### src/rtl/pc_fetch_ctrl.sv
// pc_fetch_ctrl
// -------------
// Program-counter sequencer for the simplemips fetch stage. Owns the PC,
// issues instruction-memory requests, applies branch redirects and stalls,
// and raises a sticky error when the memory never answers.
//
// Ports:
//   clk          in   system clock, rising edge
//   rst          in   asynchronous active-low reset
//   stall        in   1 = do not issue a new fetch
//   branch_flag  in   1 = redirect PC to branch_addr
//   branch_addr  in   redirect target (bits [1:0] forced to 00)
//   imem_req     out  fetch request
//   imem_addr    out  fetch address (always equal to pc)
//   imem_ack     in   one-cycle acknowledge, imem_rdata valid with it
//   imem_rdata   in   fetched instruction
//   inst_valid   out  one-cycle pulse per delivered instruction
//   inst         out  delivered instruction, held until the next delivery
//   inst_pc      out  address of inst
//   pc           out  current PC register
//   fetch_err    out  sticky timeout flag
//   dbg_state    out  current FSM state (observation only)
//
// Handshake: imem_req rises with imem_addr valid and both stay stable until
// the cycle in which imem_ack is high; that cycle completes the transfer and
// imem_rdata is taken in the same cycle. A request is never withdrawn once
// raised, except by reset or the timeout.

module pc_fetch_ctrl #(
    parameter logic [31:0] RESET_PC = 32'h0000_0000,
    parameter int          PC_STEP  = 4,
    parameter int          MAX_WAIT = 15
) (
    input  logic        clk,
    input  logic        rst,
    input  logic        stall,
    input  logic        branch_flag,
    input  logic [31:0] branch_addr,
    output logic        imem_req,
    output logic [31:0] imem_addr,
    input  logic        imem_ack,
    input  logic [31:0] imem_rdata,
    output logic        inst_valid,
    output logic [31:0] inst,
    output logic [31:0] inst_pc,
    output logic [31:0] pc,
    output logic        fetch_err,
    output logic [1:0]  dbg_state
);

    typedef enum logic [1:0] {
        S_IDLE = 2'd0,
        S_REQ  = 2'd1,
        S_HOLD = 2'd2,
        S_ERR  = 2'd3
    } state_t;

    localparam int WAIT_W = $clog2(MAX_WAIT + 1);
    // The error edge is the one at which the count would reach MAX_WAIT,
    // so imem_req is high for exactly MAX_WAIT unanswered cycles.
    localparam logic [WAIT_W-1:0] WAIT_LAST = WAIT_W'(MAX_WAIT - 1);

    state_t            state_q, state_d;
    logic [31:0]       pc_q, pc_d;
    logic              req_q, req_d;
    logic              valid_q, valid_d;
    logic [31:0]       inst_q, inst_d;
    logic [31:0]       inst_pc_q, inst_pc_d;
    logic              err_q, err_d;
    logic [WAIT_W-1:0] wait_q, wait_d;
    logic              pend_q, pend_d;
    logic [31:0]       pend_addr_q, pend_addr_d;

    logic [31:0] target;
    logic [1:0]  unused_addr_bits;

    assign target           = {branch_addr[31:2], 2'b00};
    assign unused_addr_bits = branch_addr[1:0];

    always_ff @(posedge clk or negedge rst) begin
        if (!rst) begin
            state_q     <= S_IDLE;
            pc_q        <= RESET_PC;
            req_q       <= 1'b0;
            valid_q     <= 1'b0;
            inst_q      <= '0;
            inst_pc_q   <= '0;
            err_q       <= 1'b0;
            wait_q      <= '0;
            pend_q      <= 1'b0;
            pend_addr_q <= '0;
        end else begin
            state_q     <= state_d;
            pc_q        <= pc_d;
            req_q       <= req_d;
            valid_q     <= valid_d;
            inst_q      <= inst_d;
            inst_pc_q   <= inst_pc_d;
            err_q       <= err_d;
            wait_q      <= wait_d;
            pend_q      <= pend_d;
            pend_addr_q <= pend_addr_d;
        end
    end

    always_comb begin
        state_d     = state_q;
        pc_d        = pc_q;
        valid_d     = 1'b0;
        inst_d      = inst_q;
        inst_pc_d   = inst_pc_q;
        err_d       = err_q;
        wait_d      = wait_q;
        pend_d      = pend_q;
        pend_addr_d = pend_addr_q;

        case (state_q)
            S_IDLE, S_HOLD: begin
                wait_d = '0;
                if (branch_flag) begin
                    pc_d = target;
                end
                state_d = stall ? S_HOLD : S_REQ;
            end

            S_REQ: begin
                if (imem_ack) begin
                    // A same-cycle branch beats a latched one; either way
                    // the returning instruction is from the wrong path.
                    if (branch_flag) begin
                        pc_d = target;
                    end else if (pend_q) begin
                        pc_d = pend_addr_q;
                    end else begin
                        valid_d   = 1'b1;
                        inst_d    = imem_rdata;
                        inst_pc_d = pc_q;
                        pc_d      = pc_q + 32'(PC_STEP);
                    end
                    pend_d  = 1'b0;
                    wait_d  = '0;
                    state_d = stall ? S_HOLD : S_REQ;
                end else begin
                    // Request stays in flight; remember the latest target.
                    if (branch_flag) begin
                        pend_d      = 1'b1;
                        pend_addr_d = target;
                    end
                    if (wait_q == WAIT_LAST) begin
                        state_d = S_ERR;
                        err_d   = 1'b1;
                        wait_d  = '0;
                    end else begin
                        wait_d = wait_q + 1'b1;
                    end
                end
            end

            S_ERR: begin
                err_d = 1'b1;
            end

            default: begin
                state_d = S_IDLE;
            end
        endcase

        req_d = (state_d == S_REQ);
    end

    assign imem_req   = req_q;
    assign imem_addr  = pc_q;
    assign pc         = pc_q;
    assign inst_valid = valid_q;
    assign inst       = inst_q;
    assign inst_pc    = inst_pc_q;
    assign fetch_err  = err_q;
    assign dbg_state  = state_q;

endmodule

### config.mk
export PLATFORM = sky130hd
export DESIGN_NAME = pc_fetch_ctrl
export DESIGN_NICKNAME = d
export VERILOG_FILES = /design/src/rtl/pc_fetch_ctrl.sv
export SDC_FILE = /design/constraint.sdc
export NUM_CORES = 1
export LEC_CHECK = 0
export BUFFER_PORTS_ARGS = -buffer_cell sky130_fd_sc_hd__buf_2
export CORE_UTILIZATION = 52
export DETAILED_ROUTE_END_ITERATION = 12
export PLACE_DENSITY_LB_ADDON = 0.08
export SYNTH_ARGS = -nofsm -noshare
export SYNTH_HDL_FRONTEND = slang
export SYNTH_SLANG_ARGS = --single-unit
### constraint.sdc
create_clock -name clk -period 2.6 [get_ports clk]
set_input_delay 0.13 -clock clk [delete_from_list [all_inputs] [get_ports clk]]
set_output_delay 0.13 -clock clk [all_outputs]
set_load 0.005 [all_outputs]
==> out/metrics.json <==
{
  "status": {"value": "finished clean"},
  "cts_repair_resize_count": {"value": 0},
  "endpoints_failing_setup": {"value": 0},
  "clock_skew": {"value": 0.00776, "unit": "ns"},
  "layout.filler_cells": {"value": 902},
  "detailedPlacementHpwl": {"value": 11500, "unit": "µm"},
  "die_footprint": {"value": 0.0129, "unit": "mm²"},
  "grt_start_max_net_pins": {"value": 57},
  "design.portCount": {"value": 202},
  "hold_viol_final": {"value": 0},
  "place_inst": {"value": 1017},
  "design_area": {"value": 0.00869, "unit": "mm²"},
  "via_count_of_the_first_global_routing_pass": {"value": 5683},
  "worst_slew_pin_slew": {"value": 0.806, "unit": "ns"},
  "commonest_non_fill_non_tap_cells_in_the_layout": {"value": "nand2_1 (224), buf_2 (192), dfrtp_1 (132), dlygate4sd3_1 (64)"},
  "cp-start-kind": {"value": "register"},
  "final_layout_setup_total_negative_slack": {"value": 0, "unit": "ns"},
  "multiInputGateArea": {"value": 0.00271, "unit": "mm²"},
  "crit_type": {"value": "register to register"},
  "grt_util_all_layers": {"value": 27.6, "unit": "%"},
  "layout.cells.non_filler": {"value": 1113},
  "postCtsSetupRepairBufs": {"value": 0},
  "dr.pass1.iters": {"value": 5},
  "synth-main-ff-cell": {"value": "dfrtp_1"},
  "utilization": {"value": 72.1, "unit": "%"},
  "route.detailed.vias_per_inst": {"value": 5.25},
  "fp.dieW": {"value": 114, "unit": "µm"},
  "async_reset_ff_share": {"value": 100, "unit": "%"},
  "vias": {"value": 5848},
  "worst_hold_path_type": {"value": "input port to register"},
  "layout_min_cycle_time": {"value": 2.20, "unit": "ns"},
  "minimum_hold_slack": {"value": 0.0194, "unit": "ns"},
  "initial_core_util": {"value": 53.7, "unit": "%"},
  "grt_first_pass_wirelength": {"value": 27800, "unit": "µm"},
  "synth_seq_cells": {"value": 132},
  "yosysWarnings": {"value": 0},
  "report.final.slew_viol_count": {"value": 0},
  "ctsRootBufferMaster": {"value": "clkbuf_16"},
  "cts.sinks": {"value": 132},
  "power.ir.vdd_worst": {"value": 0.634, "unit": "mV"},
  "wire_per_inst": {"value": 15.2, "unit": "µm"},
  "buffer_ports.inserted": {"value": 193},
  "num-nets-final": {"value": 1004},
  "layout.cells.most_common": {"value": "nand2_1"},
  "synth-seq-area-share": {"value": 51.0, "unit": "%"},
  "max_cap_violations": {"value": 0},
  "endpoint_kind": {"value": "register"},
  "area_growth": {"value": 34.3, "unit": "%"},
  "rsz0062_at_grt": {"value": "false"},
  "max-clock-path-buffers": {"value": 2},
  "worst_skew_pair.late_latency": {"value": 0.41, "unit": "ns"},
  "max-slew-margin-rel": {"value": 46.3, "unit": "%"},
  "floorplan.core_area": {"value": 0.0121, "unit": "mm²"},
  "number_of_levels_the_h_tree_was_split_into": {"value": 4},
  "drc": {"value": 0},
  "n_antenna_cell": {"value": 0},
  "drive_gt1_share": {"value": 30.3, "unit": "%"},
  "drt_wl_total": {"value": 16900, "unit": "µm"},
  "synthCells": {"value": 707},
  "netlist_area": {"value": 0.00647, "unit": "mm²"},
  "tritoncts.num_buffers": {"value": 17},
  "netlist-cell-type-count": {"value": 57},
  "drt_iter0_drc": {"value": 360},
  "grt_remaining_overflow": {"value": 0},
  "clkTransAtPathRegs": {"value": 0.05, "unit": "ns"},
  "critPathMaxFanout": {"value": 21},
  "fmax": {"value": 0.455, "unit": "GHz"},
  "synth.avg_cell_area": {"value": 9.15, "unit": "µm²"},
  "ff_latch_area": {"value": 0.00330, "unit": "mm²"},
  "tritoncts": {"value": "done"},
  "std_cell_rows": {"value": 40},
  "worst_ep_required_time": {"value": 2.88, "unit": "ns"},
  "detail-route-antenna-nets": {"value": 0},
  "worstPathArrival": {"value": 2.48, "unit": "ns"},
  "dpl_cell_area": {"value": 0.00744, "unit": "mm²"},
  "total_leakage_power": {"value": 4.39, "unit": "nW"},
  "power.density": {"value": 1130, "unit": "mW/mm²"},
  "synth-edff-count": {"value": 0},
  "place_congestion": {"value": 0.880},
  "final_min_period_over_clock_period": {"value": 84.6, "unit": "%"},
  "floorplan.die.height": {"value": 114, "unit": "µm"},
  "antenna_found_initial": {"value": 0}
}
-- Yosys cell counts (5+ instances only) --
| master | n | share of area (%) |
|---|---|---|
| a21oi_1 | 31 | 2.4 |
| nand4_1 | 9 | 0.87 |
| and3_1 | 13 | 1.3 |
| o21ai_0 | 28 | 2.2 |
| clkbuf_1 | 25 | 1.4 |
| xnor2_1 | 5 | 0.68 |
| nor2_1 | 22 | 1.3 |
| nand3_1 | 31 | 2.4 |
| xor2_1 | 9 | 1.2 |
| a31oi_1 | 5 | 0.48 |
| a221o_1 | 5 | 0.77 |
| mux2_2 | 30 | 5.2 |
| nand2_1 | 225 | 13 |
| o211ai_1 | 10 | 1.2 |
| inv_1 | 9 | 0.52 |
| buf_4 | 36 | 4.2 |
| dfrtp_1 | 132 | 51 |
| buf_2 | 18 | 1.4 |
-- repair_timing --
item | in CTS | in global routing
hold endpoints to repair | 115 | 0
endpoints found under the setup margin | 0 | 0
hold buffers | 64 | 0
-- logic make-up after synthesis --
kind of cell	count (synthesis)	share of synthesized area (%)
compound gates	101	9.88
flops	132	51.0
buf+inv	90	7.66
simple gates	333	23.2
mux	33	5.68
fa+ha+maj	3	0.580
other cells	1	0.0579
xor+xnor	14	1.89
-- through the flow --
step / setup WS [ns] / total power [mW]
floorplan: 0.754 / 5.93
global placement: 0.524 / 7.10
detailed placement: 0.412 / 7.25
CTS: 0.396 / 9.82
global route: 0.153 / 10.5
finish: 0.400 / 9.78
-- state kept, by name (all words and copies together), names as in the netlist --
register     cells
pend_q           1
inst            32
imem_req         1
dbg_state        2
fetch_err        1
pend_addr_q     30
imem_addr       30
inst_pc         30
inst_valid       1
wait_q           4
-- area by class of cell --
cell class | count | share of cell area (%)
sequential | 132 | 38.0
multi-input combinational | 490 | 31.2
timing repair buffer | 282 | 21.0
clock buffer | 22 | 5.23
tap | 168 | 2.42
clock inverter | 10 | 1.78
inverter | 9 | 0.389
-- worst paths after layout --
| check | startpoint | end | slack [ns] | cells past startpoint |
|---|---|---|---|---|
| max in group asynchronous | rst | imem_addr[28] | 1.59 | 3 |
| worst max-delay path | dbg_state[1] | imem_addr[16] | 0.40 | 5 |
| min in group asynchronous | rst | inst_pc[9] | 0.21 | 2 |
| worst min-delay path | branch_addr[26] | pend_addr_q[26] | 0.02 | 2 |
| worst min register to register | inst_pc[13] | inst_pc[13] | 0.47 | 2 |
| worst max register to register | dbg_state[1] | imem_addr[16] | 0.40 | 5 |
-- routing by layer --
| layer | routed length (µm) | vias to the layer above | part of all wire (%) | track usage, % |
|---|---|---|---|---|
| li1 | - | 2803 | - | - |
| met1 | 7240 | 2817 | 43 | 36.0 |
| met2 | 8580 | 211 | 51 | 46.3 |
| met3 | 933 | 17 | 5.5 | 5.37 |
| met4 | 155 | 0 | 0.92 | 9.12 |
| met5 | 0 | - | 0 | 0 |
-- worst max-delay path, cell delays in order, from the launching register on --
cell	delay, ns
dfrtp_1	0.58
nand2b_1	0.21
a21o_1	0.66
nor2_1	0.28
a21oi_1	0.22
o21ai_0	0.11
-- power by group --
group / total, mW / switching [mW] / internal, mW
Sequential: 3.91 / 0.897 / 3.01
Clock: 2.46 / 0.843 / 1.62
Combinational: 3.41 / 1.74 / 1.67
Power figures use the tool's default switching activity.
